--- src/rtl/usrt_tx_ctrl.sv ---
// USRT transmit controller: frames words LSB-first on txd, one bit per rising
// edge of the external usrt_clk, with rts handshake, optional parity and FIFO/counter source.
//
// state  | meaning
// IDLE   | line idle; waiting for run and an available word
// START  | drive the start bit (0)
// DATA   | shift out len data bits, LSB first
// PAR    | drive the parity bit
// STOP   | drive the stop bit (1); chain the next word if one is ready
// TAIL   | drop rts; one bit-time of trailing guard
module usrt_tx_ctrl #(
    parameter int DATA_W  = 8,
    parameter int LEN_W   = 4,
    parameter int FIFO_AW = 3
) (
    input  logic              clk,
    input  logic              rst_n,
    input  logic              usrt_clk,
    input  logic              start,
    input  logic              stop,
    input  logic [LEN_W-1:0]  len,
    input  logic [1:0]        par_sel,
    input  logic              src_sel,
    input  logic              wr_en,
    input  logic [DATA_W-1:0] wr_data,
    output logic              fifo_full,
    output logic              fifo_empty,
    output logic              ovf,
    output logic              busy,
    output logic              rts,
    output logic              txd
);

    localparam int               DEPTH    = 1 << FIFO_AW;
    localparam logic [LEN_W-1:0] LEN_MAX  = LEN_W'(DATA_W);
    localparam logic [FIFO_AW:0] CNT_FULL = (FIFO_AW+1)'(DEPTH);

    typedef enum logic [2:0] {
        S_IDLE,
        S_START,
        S_DATA,
        S_PAR,
        S_STOP,
        S_TAIL
    } state_t;

    logic r_sync1;
    logic r_sync2;
    logic r_sync_d;
    logic w_pedge;

    logic r_run;

    logic [DATA_W-1:0]  r_mem [DEPTH];
    logic [FIFO_AW-1:0] r_wr_ptr;
    logic [FIFO_AW-1:0] r_rd_ptr;
    logic [FIFO_AW:0]   r_count;
    logic [FIFO_AW:0]   w_count_nx;
    logic               r_full;
    logic               r_empty;
    logic               r_ovf;
    logic               w_pop;
    logic               w_wr_ok;
    logic [DATA_W-1:0]  w_head;

    logic [DATA_W-1:0] r_pat;

    state_t            r_state;
    state_t            w_state_nx;
    logic              r_rts;
    logic              w_rts_nx;
    logic              r_txd;
    logic              w_txd_nx;
    logic [LEN_W-1:0]  r_cnt;
    logic [LEN_W-1:0]  w_cnt_nx;
    logic [DATA_W-1:0] r_word;
    logic [DATA_W-1:0] w_word_nx;
    logic [LEN_W-1:0]  r_len;
    logic [LEN_W-1:0]  w_len_nx;
    logic [1:0]        r_par;
    logic [1:0]        w_par_nx;
    logic              w_latch;

    logic              w_avail;
    logic [LEN_W-1:0]  w_len_eff;
    logic [DATA_W-1:0] w_mask;
    logic [DATA_W-1:0] w_src_word;
    logic              w_bit;
    logic              w_par_en;

    // Bit clock crosses into clk through a 2-FF synchroniser before edge detect.
    always_ff @(posedge clk) begin
        if (!rst_n) begin
            r_sync1  <= 1'b0;
            r_sync2  <= 1'b0;
            r_sync_d <= 1'b0;
        end else begin
            r_sync1  <= usrt_clk;
            r_sync2  <= r_sync1;
            r_sync_d <= r_sync2;
        end
    end

    assign w_pedge = r_sync2 & ~r_sync_d;

    always_ff @(posedge clk) begin
        if (!rst_n) begin
            r_run <= 1'b0;
        end else if (start) begin
            r_run <= 1'b1;
        end else if (stop) begin
            r_run <= 1'b0;
        end
    end

    assign w_avail    = src_sel | ~r_empty;
    assign w_len_eff  = (len == '0 || len > LEN_MAX) ? LEN_MAX : len;
    assign w_mask     = ~({DATA_W{1'b1}} << w_len_eff);
    assign w_head     = r_mem[r_rd_ptr];
    assign w_src_word = (src_sel ? r_pat : w_head) & w_mask;
    assign w_par_en   = (r_par == 2'b01) || (r_par == 2'b10);

    always_comb begin
        w_bit = 1'b0;
        for (int i = 0; i < DATA_W; i++) begin
            if (r_cnt == LEN_W'(i)) begin
                w_bit = r_word[i];
            end
        end
    end

    always_ff @(posedge clk) begin
        if (!rst_n) begin
            r_state <= S_IDLE;
            r_rts   <= 1'b0;
            r_txd   <= 1'b1;
            r_cnt   <= '0;
            r_word  <= '0;
            r_len   <= LEN_MAX;
            r_par   <= 2'b00;
        end else begin
            r_state <= w_state_nx;
            r_rts   <= w_rts_nx;
            r_txd   <= w_txd_nx;
            r_cnt   <= w_cnt_nx;
            r_word  <= w_word_nx;
            r_len   <= w_len_nx;
            r_par   <= w_par_nx;
        end
    end

    always_comb begin
        w_state_nx = r_state;
        w_rts_nx   = r_rts;
        w_txd_nx   = r_txd;
        w_cnt_nx   = r_cnt;
        w_word_nx  = r_word;
        w_len_nx   = r_len;
        w_par_nx   = r_par;
        w_latch    = 1'b0;
        if (w_pedge) begin
            case (r_state)
                S_IDLE: begin
                    if (r_run && w_avail) begin
                        w_latch    = 1'b1;
                        w_rts_nx   = 1'b1;
                        w_txd_nx   = 1'b1;
                        w_state_nx = S_START;
                    end
                end
                S_START: begin
                    w_txd_nx   = 1'b0;
                    w_cnt_nx   = '0;
                    w_state_nx = S_DATA;
                end
                S_DATA: begin
                    w_txd_nx = w_bit;
                    w_cnt_nx = r_cnt + LEN_W'(1);
                    if (r_cnt == r_len - LEN_W'(1)) begin
                        w_state_nx = w_par_en ? S_PAR : S_STOP;
                    end
                end
                S_PAR: begin
                    // Bits above the latched length were masked off at latch time.
                    w_txd_nx   = (^r_word) ^ r_par[1];
                    w_state_nx = S_STOP;
                end
                S_STOP: begin
                    w_txd_nx = 1'b1;
                    if (r_run && w_avail) begin
                        w_latch    = 1'b1;
                        w_state_nx = S_START;
                    end else begin
                        w_state_nx = S_TAIL;
                    end
                end
                S_TAIL: begin
                    w_rts_nx   = 1'b0;
                    w_state_nx = S_IDLE;
                end
                default: begin
                    w_state_nx = S_IDLE;
                end
            endcase
        end
        if (w_latch) begin
            w_word_nx = w_src_word;
            w_len_nx  = w_len_eff;
            w_par_nx  = par_sel;
        end
    end

    always_ff @(posedge clk) begin
        if (!rst_n) begin
            r_pat <= '0;
        end else if (w_latch && src_sel) begin
            r_pat <= r_pat + DATA_W'(1);
        end
    end

    // A pop frees a slot in the same clk, so a write alongside it is accepted even when full.
    assign w_pop   = w_latch & ~src_sel;
    assign w_wr_ok = wr_en & (~r_full | w_pop);

    always_comb begin
        w_count_nx = r_count;
        if (w_wr_ok && !w_pop) begin
            w_count_nx = r_count + (FIFO_AW+1)'(1);
        end else if (!w_wr_ok && w_pop) begin
            w_count_nx = r_count - (FIFO_AW+1)'(1);
        end
    end

    always_ff @(posedge clk) begin
        if (w_wr_ok) begin
            r_mem[r_wr_ptr] <= wr_data;
        end
    end

    always_ff @(posedge clk) begin
        if (!rst_n) begin
            r_wr_ptr <= '0;
            r_rd_ptr <= '0;
            r_count  <= '0;
            r_full   <= 1'b0;
            r_empty  <= 1'b1;
            r_ovf    <= 1'b0;
        end else begin
            if (w_wr_ok) begin
                r_wr_ptr <= r_wr_ptr + FIFO_AW'(1);
            end
            if (w_pop) begin
                r_rd_ptr <= r_rd_ptr + FIFO_AW'(1);
            end
            r_count <= w_count_nx;
            r_full  <= (w_count_nx == CNT_FULL);
            r_empty <= (w_count_nx == '0);
            r_ovf   <= wr_en & r_full & ~w_pop;
        end
    end

    assign fifo_full  = r_full;
    assign fifo_empty = r_empty;
    assign ovf        = r_ovf;
    assign busy       = (r_state != S_IDLE);
    assign rts        = r_rts;
    assign txd        = r_txd;

endmodule

--- config.mk ---
export PLATFORM = sky130hd
export DESIGN_NAME = usrt_tx_ctrl
export DESIGN_NICKNAME = d
export VERILOG_FILES = /design/src/rtl/usrt_tx_ctrl.sv
export SDC_FILE = /design/constraint.sdc
export NUM_CORES = 1
export LEC_CHECK = 0
export ABC_CLOCK_PERIOD_IN_PS = 5300
export CAP_MARGIN = 20
export CORE_ASPECT_RATIO = 1.4
export CORE_UTILIZATION = 50
export CTS_CLUSTER_SIZE = 16
export DETAILED_ROUTE_END_ITERATION = 16
export HOLD_SLACK_MARGIN = 0.06
export PLACE_DENSITY = 0.68
export SLEW_MARGIN = 15
export SYNTH_ARGS = -nofsm -noshare
export SYNTH_HDL_FRONTEND = slang
export SYNTH_SLANG_ARGS = --single-unit
--- constraint.sdc ---
create_clock -name clk -period 5.3 [get_ports clk]
set_input_delay 0.53 -clock clk [delete_from_list [all_inputs] [get_ports clk]]
set_output_delay 0.53 -clock clk [all_outputs]
set_load 0.03 [all_outputs]
==> impl_metrics.csv, run 1 <==
group,metric,value,unit
outcome,status,"finished, final reports clean",
worst_setup_path,crit_start,"src_sel",
worst_setup_path,crit_chain,"clkdlybuf4s50_1 -> or4b_4 -> o21ai_1 -> nand2b_1 -> nor3_1 -> clkbuf_2",
die,core_area,0.0100,mm2
clock_network,cts_tree,"done",
synthesis,synthArstFlopShare,0,
clock_network,cts_resized,0,
route,drt_first_iter_violations,302,
placed_design,dpl.cell_count,594,
route,totalWireLength,10.9,mm
clock_network,htree_num_levels,4,
synthesis,syn-num-nets,486,
placed_design,gp_congestion,0.851,
worst_setup_path,cp_max_fo,15,
worst_setup_path,cpLargestDelayFamily,"simple AND/OR/NAND/NOR gates",
synthesis,synth_seq_cells,115,
synthesis,ys.flop_type,"edfxtp_1",
die,die_h,122,um
timing,relSlewSlack,0.499,
placed_design,port_buffers,26,
route,routedWlPerCell,17.3,um
synthesis,yosys-top-cells-area,"edfxtp_1, dfxtp_1, mux2i_1, xnor2_1, a21oi_1",
die,ios,27,
timing,worst_pin_slew,750,ps
worst_setup_path,crit_required,5400,ps
worst_setup_path,crit_path_end,"r_mem[2][0]",
cells_and_area,layout.nets,512,
synthesis,ys_warn_count,0,
timing,period_minus_slack,3260,ps
clock_network,post_cts_buffers,0,
synthesis,synth-edff-count,64,
timing,hold_viol_final,0,
job,cap_viol_max_count,0,
die,design.die.area,0.0108,mm2
timing,fin_crit_sh,0.616,
timing,fin_worst_skew,7.44,ps
global_routing,grt_pass1_vias,3534,
pwr,ir_drop,0.000307,V
cells_and_area,fin_cells,629,
timing,rsz0062_at_grt,"false",
hold_path,worst_hold_path_type,"reg -> reg",
clock_network,clk_latency,400,ps
worst_setup_path,crit_type,"in -> reg",
clock_network,path_clk_slew,50,ps
worst_setup_path,cpPeakStageDelay,680,ps
timing,setup_viol,0,
pwr,powerDensity,367,mW/mm2
synthesis,yosys.cell_count.top_type,"edfxtp_1",
die,initial_core_util,0.518,
worst_setup_path,rr_startpoint,"r_state[0]",
die,rows,43,
placed_design,dp_hpwl,7.52,mm
global_routing,overflow,0,
route,antenna_left,0,
worst_setup_path,arrival,3370,ps
timing,max_clock_freq,306,MHz
global_routing,antenna_found_initial,0,
cells_and_area,area.growth.synth_to_final,18.6,%
synthesis,yosysTopAreaCellShare,0.371,
timing,drv_slew,0,
route,vias,3490,
clock_network,numCtsBuffers,17,
synthesis,syn_inst,455,
clock_network,ctsRootBufferMaster,"clkbuf_16",
clock_network,cts_hold_buf,0,
route,viasPerCell,5.55,
worst_setup_path,r2r_cells,5,
worst_setup_path,reg2reg_to,"r_mem[2][0]",
synthesis,avgSynthCellArea,11.4,um2
route,drt_pre_antenna_iters,4,
cells_and_area,drive_gt1_frac,0.0931,
timing,setup_tns,0,ps
worst_setup_path,critPathCaptureType,"flop",
synthesis,yosysUniqueCellTypes,56,
worst_setup_path,crit_cells,6,
global_routing,grt_max_degree,29,
route,route.detailed.drc,0,
worst_setup_path,reg2reg_slack,2470,ps
synthesis,yosys-top-cells-count,"edfxtp_1, dfxtp_1, nor2_1, nand2_1, a21oi_1",
cells_and_area,diodes,0,
clock_network,clk_path_buf_depth,2,
die,die_w,88.0,um
clock_network,clock_sinks,115,
synthesis,yosysTopAreaCell,"edfxtp_1",
worst_setup_path,start_kind,"input pin",
global_routing,track_usage,0.220,
worst_setup_path,crit_slowest_cell,"clkdlybuf4s50_1",
global_routing,grt_pass1_wl,17.5,mm
synthesis,syn_area,0.00518,mm2
pwr,leakagePower,0.00204,uW
worst_setup_path,path_buf_inv,2,
synthesis,seq_area_frac_synth,0.568,
[stage by stage]
step	area [um2]	hold slack, ps	total power [uW]	util	setup WS (ps)
2_1_floorplan	5180	412	1070	-	2750
5_1_grt	6140	463	2320	0.614	1870
3_3_place_gp	5530	438	1110	0.552	1650
3_5_place_dp	5530	421	1120	0.552	1530
6_report	6140	435	2250	0.614	2040
4_1_cts	6120	444	2270	0.612	1940
[layer usage]
metal / vias to the layer above / GRT usage / wire (um)
li1: 1706 / - / -
met1: 1672 / 0.245 / 4300
met2: 90 / 0.386 / 5870
met3: 22 / 0.0504 / 380
met4: 0 / 0.115 / 315
met5: - / 0 / 0
[flip-flops by register name, indices dropped and copies added, names as in the netlist, named ones only]
| name | cells |
|---|---|
| fifo_empty | 1 |
| fifo_full | 1 |
| ovf | 1 |
| r_cnt | 4 |
| r_count | 4 |
| r_len | 4 |
| r_mem | 64 |
| r_par | 2 |
| r_pat | 8 |
| r_rd_ptr | 3 |
| r_run | 1 |
| r_state | 3 |
| r_sync1 | 1 |
| r_sync2 | 1 |
| r_sync_d | 1 |
| r_word | 8 |
| r_wr_ptr | 3 |
| rts | 1 |
| txd | 1 |
[cell type report]
cell class,count,area (um2)
clock inverters,12,163
clock buffers,20,437
inverters,14,52.6
well taps,135,169
fillers,811,3860
multi-input cells,301,2080
repair buffers,32,298
flip-flops and latches,115,2940
[worst min path at each step]
| stage | cells past startpoint | endpoint | startpoint |
|---|---|---|---|
| floorplan | 1 | r_sync2 | r_sync1 |
| global placement | 1 | r_sync2 | r_sync1 |
| detailed placement | 1 | r_sync2 | r_sync1 |
| CTS | 1 | r_sync2 | r_sync1 |
| global route | 1 | r_sync2 | r_sync1 |
| finish | 1 | r_sync2 | r_sync1 |
[cells in the final DEF (no fill, tap or decap), types with 4 or more instances in the layout]
master and instances:
inv_1 14, nor2_1 41, nand3_1 10, clkinv_1 4, and2_1 6, clkbuf_16 17, bufinv_16 4, ha_1 10
nand2b_1 9, a221oi_1 5, nor3_1 11, a211oi_1 4, o21ai_0 17, dfxtp_1 51, edfxtp_1 64, mux4_2 6
nor2b_1 6, xnor2_1 20, a22oi_1 4, nand2_1 32, nor3b_1 6, xor2_1 10, mux2i_1 28, nand4_1 4
a21oi_1 31, clkdlybuf4s50_1 26
[report_power, final]
group | switching (uW) | internal [uW] | total (uW)
logic | 69.5 | 50.3 | 120
clock network | 376 | 778 | 1150
registers | 16.2 | 964 | 980
[kinds of logic after synthesis]
logic type / Yosys count / share of synthesized area
AO/OA/AOI/OAI: 83 / 0.0998
XOR/XNOR: 31 / 0.0551
adder cells (fa/ha/maj): 10 / 0.0242
buffers and inverters: 39 / 0.0319
flip-flops: 115 / 0.568
multiplexers: 36 / 0.0845
AND/OR/NAND/NOR: 141 / 0.136
(Power assumes the default switching activity.)
==> run 2, diff against run 1 <==
- ABC_CLOCK_PERIOD_IN_PS: 5300 -> 3200
- clock period: 5.3 -> 3.2 ns (I/O delays scaled with it)
==> run 2 against run 1 <==
Compared with the run above: total power is 62% higher; final area is 0.65% higher; die area stayed put; largest power group unchanged; clock power is 59% higher; sequential share of layout area is 0.31 points lower.
==> impl_metrics.csv, run 2 (same netlist as run 1, synthesis figures left out) <==
group,metric,value,unit
outcome,status,"finished, final reports clean",
route,viasPerCell,5.60,
timing,setup_viol,0,
worst_setup_path,crit_slowest_cell,"or3b_1",
cells_and_area,reg_top3,"r_mem x64, r_pat x8, r_word x8",
placed_design,port_buffers,26,
cells_and_area,diodes,0,
timing,fin_worst_skew,7.24,ps
cells_and_area,layout.nets,520,
placed_design,dp_hpwl,7.60,mm
placed_design,gp_congestion,0.845,
timing,hold_viol_final,0,
timing,period_minus_slack,2290,ps
timing,worst_pin_slew,766,ps
die,die_w,88.0,um
pwr,powerDensity,592,mW/mm2
cells_and_area,largest_register_ffs,64,
clock_network,numCtsBuffers,17,
worst_setup_path,critPathCaptureType,"flop",
global_routing,use_met2,0.379,
pwr,combPwrFrac,0.057,
global_routing,busiest_layer,"met2",
clock_network,ctsRootBufferMaster,"clkbuf_16",
timing,drv_slew,0,
worst_setup_path,cpLargestDelayFamily,"simple AND/OR/NAND/NOR gates",
worst_setup_path,path_buf_inv,0,
cells_and_area,fillCellCount,818,
global_routing,grt_pass1_wl,17.3,mm
timing,rsz0062_at_grt,"false",
die,design.die.area,0.0108,mm2
pwr,leakagePower,0.00207,uW
worst_setup_path,cpPeakStageDelay,540,ps
route,totalWireLength,10.7,mm
worst_setup_path,cp_max_fo,18,
pwr,p_int,2900,uW
global_routing,track_usage,0.219,
timing,hold_ws,441,ps
pwr,p_switching,765,uW
route,routedWlPerCell,16.8,um
pwr,swShare,0.209,
route,route.detailed.drc,0,
die,initial_core_util,0.518,
placed_design,dpl.cell_count,605,
die,core_area,0.0100,mm2
job,cap_viol_max_count,0,
clock_network,cts_tree,"done",
timing,max_clock_freq,436,MHz
pwr,power.share.sequential,0.443,
cells_and_area,mostFrequentLayoutCell,"edfxtp_1",
cells_and_area,fin_cells,637,
worst_setup_path,crit_chain,"or3b_1 -> o21ai_1 -> nand2b_1 -> nor2_1",
clock_network,clk_path_buf_depth,2,
clock_network,clk_latency,400,ps
route,drt_pre_antenna_iters,4,
die,rows,43,
die,ios,27,
clock_network,htree_num_levels,4,
worst_setup_path,crit_required,3240,ps
clock_network,cts_hold_buf,0,
cells_and_area,area.growth.synth_to_final,19.4,%
route,antenna_left,0,
clock_network,cts_resized,0,
global_routing,antenna_found_initial,0,
global_routing,grt_use_met1,0.241,
timing,fin_crit_sh,0.717,
clock_network,post_cts_buffers,0,
worst_setup_path,arrival,2330,ps
die,die_h,122,um
clock_network,path_clk_slew,50,ps
global_routing,use_met3,0.0605,
timing,relSlewSlack,0.488,
global_routing,overflow,0,
route,drt_first_iter_violations,234,
clock_network,clock_sinks,115,
timing,setup_tns,0,ps
cells_and_area,most-common-layout-cells,"edfxtp_1, dfxtp_1, nor2_1",
cells_and_area,drive_gt1_frac,0.106,
worst_setup_path,start_kind,"flop",
route,vias,3568,
pwr,p_clk_frac,0.500,
global_routing,grt_pass1_vias,3524,
cells_and_area,regMostFlops,"r_mem",
pwr,ir_drop,0.000584,V
global_routing,grt_max_degree,27,
hold_path,worst_hold_path_type,"reg -> reg",
worst_setup_path,crit_type,"reg -> reg",
-- run 2: cell types whose count changed in the layout (fill, tap and decap cells not counted) --
| cell | change |
|---|---|
| buf_2 | -2 |
| buf_4 | +11 |
| bufinv_16 | -1 |
| clkbuf_1 | +1 |
| clkbuf_2 | -1 |
| clkinv_1 | -1 |
| clkinvlp_4 | +1 |
| nor3_1 | +1 |
| nor3_2 | -1 |
-- run 2: per-layer routing --
metal	share of wire	wire length [um]	up-vias
met2	0.53	5640	77
met1	0.40	4320	1736
li1	-	-	1723
met4	0.036	382	0
met3	0.036	391	32
met5	0	0	-
-- run 2: area by class of cell --
| class | instances | area [um2] | share of cell area |
|---|---|---|---|
| Inverter | 14 | 52.6 | 0.00850 |
| Clock buffer | 21 | 440 | 0.0712 |
| Clock inverter | 11 | 136 | 0.0221 |
| Multi-Input combinational cell | 301 | 2080 | 0.336 |
| Sequential cell | 115 | 2940 | 0.476 |
| Timing Repair Buffer | 40 | 365 | 0.0591 |
| Tap cell | 135 | 169 | 0.0273 |
-- run 2: path summary, 6_finish.rpt --
kind         slack [ps]     endpoint       start  cells after the start
min reg2reg         440      r_sync2     r_sync1                      1
max                 910  r_mem[6][4]  r_state[0]                      4
min                 440      r_sync2     r_sync1                      1
max reg2reg         910  r_mem[6][4]  r_state[0]                      4
-- run 2: through the flow --
stage / utilization / setup WS, ps / instance area, um2 / power (uW)
after floorplan: - / 758 / 5180 / 1770
after global placement: 0.560 / 676 / 5610 / 1850
after detailed placement: 0.560 / 611 / 5610 / 1860
after CTS: 0.618 / 912 / 6180 / 3690
after global routing: 0.618 / 716 / 6180 / 3780
final: 0.618 / 906 / 6180 / 3660
-- run 2: power groups by stage --
stage	logic, uW	registers, uW	clock network (uW)
2_1_floorplan	122	1640	0
5_1_grt	227	1630	1930
3_5_place_dp	205	1650	0
4_1_cts	208	1620	1860
3_3_place_gp	199	1650	0
6_report	208	1620	1830
==> run 3, diff against run 2 <==
- ABC_CLOCK_PERIOD_IN_PS: 3200 -> 2100
- PLACE_DENSITY: 0.68 -> 0.71
- clock period: 3.2 -> 2.1 ns (I/O delays scaled with it)
==> run 3 against run 2 <==
Compared with the run above: register-to-register slack lost 750 ps; via count is essentially flat; hold slack lost 38 ps; global-route usage grew 0.71 points; cell count grew 2.2%; critical endpoint is now busy.
==> impl_metrics.csv, run 3 (same netlist as run 1, synthesis figures left out) <==
group,metric,value,unit
outcome,status,"finished, final reports clean",
cells_and_area,fillCellCount,762,
worst_setup_path,arrival,1800,ps
worst_setup_path,r2r_cells,5,
die,ios,27,
worst_setup_path,cp_max_fo,16,
clock_network,post_cts_buffers,0,
worst_setup_path,critPathCaptureType,"output pin",
hold_path,whs_path_depth,2,
timing,setup_viol,0,
pwr,swShare,0.205,
timing,hold_viol_final,0,
placed_design,post-place-ws,-249,ps
clock_network,clock_sinks,115,
clock_network,path_clk_slew,50,ps
worst_setup_path,start_kind,"flop",
timing,fin_crit_sh,0.958,
global_routing,antenna_found_initial,0,
clock_network,clk_latency,410,ps
placed_design,gp_congestion,0.853,
global_routing,grt_max_degree,27,
pwr,p_switching,1170,uW
global_routing,grt_pass1_vias,3581,
cells_and_area,layout.nets,535,
timing,setup_ws,88.4,ps
pwr,combPwrFrac,0.058,
die,design.die.area,0.0108,mm2
global_routing,grt_pass1_wl,17.8,mm
pwr,powerDensity,893,mW/mm2
cells_and_area,most-common-layout-cells,"edfxtp_1, dfxtp_1, nor2_1",
job,cap_viol_max_count,0,
pwr,ir_drop,0.000646,V
placed_design,port_buffers,26,
cells_and_area,area.growth.synth_to_final,23.3,%
route,viasPerCell,5.49,
placed_design,placed_area,0.00579,mm2
cells_and_area,mostFrequentLayoutCell,"edfxtp_1",
cells_and_area,regMostFlops,"r_mem",
timing,period_minus_slack,2010,ps
timing,drv_slew,0,
timing,worst_pin_slew,458,ps
route,route.detailed.drc,0,
die,die_w,88.0,um
worst_setup_path,crit_required,1890,ps
worst_setup_path,crit_type,"reg -> out",
cells_and_area,diodes,0,
route,totalWireLength,11.0,mm
pwr,p_int,4530,uW
cells_and_area,largest_register_ffs,64,
clock_network,cts_tree,"done",
cells_and_area,fin_cells,651,
placed_design,dpl.cell_count,620,
die,initial_core_util,0.518,
worst_setup_path,rr_startpoint,"r_sync2",
timing,max_clock_freq,497,MHz
die,rows,43,
clock_network,ctsRootBufferMaster,"clkbuf_16",
cells_and_area,stdcell_area,0.00639,mm2
hold_path,holdCritStartpoint,"usrt_clk",
timing,relSlewSlack,0.695,
clock_network,htree_num_levels,4,
route,routedWlPerCell,16.9,um
route,vias,3571,
die,die_h,122,um
cells_and_area,final_util,0.638,
hold_path,worst_hold_path_type,"in -> reg",
route,drt_first_iter_violations,209,
worst_setup_path,reg2reg_to,"r_mem[5][5]",
global_routing,overflow,0,
route,antenna_left,0,
clock_network,clk_path_buf_depth,2,
timing,fin_worst_skew,10.1,ps
worst_setup_path,reg2reg_slack,160,ps
placed_design,dp_hpwl,7.97,mm
hold_path,hold_end,"r_sync1",
die,core_area,0.0100,mm2
pwr,leakagePower,0.00216,uW
pwr,power.share.sequential,0.433,
pwr,p_clk_frac,0.508,
cells_and_area,drive_gt1_frac,0.149,
route,drt_pre_antenna_iters,4,
global_routing,track_usage,0.226,
clock_network,numCtsBuffers,17,
cells_and_area,reg_top3,"r_mem x64, r_pat x8, r_word x8",
timing,rsz0062_at_grt,"false",
## run 3: cell types whose count changed in the layout (fill, tap and decap cells not counted), sizes merged
| cell | previous run | this run |
|---|---|---|
| buf | 14 | 29 |
| bufinv | 3 | 4 |
| clkbuf | 21 | 19 |
| clkinv | 4 | 5 |
| clkinvlp | 4 | 3 |
## run 3: worst max-delay path, cell delays in order, from the launching register on
cell and delay (ps):
dfxtp_1 310, buf_4 190, nor3_1 250, inv_1 60, clkdlybuf4s50_1 590
## run 3: stage by stage
step	total power, uW	setup TNS [ps]	hold WS [ps]
finish	5700	0	403
CTS	5740	0	389
global placement	2840	-8140	427
global route	5880	0	396
detailed placement	2850	-9980	425
floorplan	2700	-68.8	309
## run 3: area by class of cell
class	count	area, um2	area share
Clock buffer	19	433	0.0678
Clock inverter	12	164	0.0257
Inverter	14	52.6	0.00823
Multi-Input combinational cell	301	2120	0.332
Sequential cell	115	2940	0.461
Tap cell	135	169	0.0264
Timing Repair Buffer	55	503	0.0788
## run 3: power by group through the flow
stage | combinational [uW] | sequential (uW) | clock [uW]
2_1_floorplan | 192 | 2510 | 0
3_3_place_gp | 325 | 2510 | 0
3_5_place_dp | 332 | 2510 | 0
4_1_cts | 335 | 2470 | 2940
5_1_grt | 366 | 2470 | 3040
6_report | 332 | 2470 | 2900
## run 3: how the worst max path moves through the flow
stage                    start          end  slack, ps  cells past startpoint
floorplan           fifo_empty  r_mem[0][0]         -9                      4
global placement       src_sel  r_mem[5][5]       -220                      6
detailed placement     src_sel  r_mem[5][2]       -250                      6
CTS                 r_state[0]         busy         70                      4
global route        r_state[0]         busy          6                      4
finish              r_state[0]         busy         90                      4
## run 3: repair_timing
| action | in CTS | in global routing |
|---|---|---|
| hold buffers | 0 | 0 |
| endpoints found under the hold margin | 0 | 0 |
| setup endpoints to repair | 0 | 11 |
| gates resized for setup | 0 | 1 |
## run 3: metal layers
| metal | wire length, um | global-route usage |
|---|---|---|
| met4 | 364 | 0.130 |
| met5 | 0 | 0 |
| met1 | 4420 | 0.251 |
| met3 | 397 | 0.0538 |
| met2 | 5800 | 0.392 |
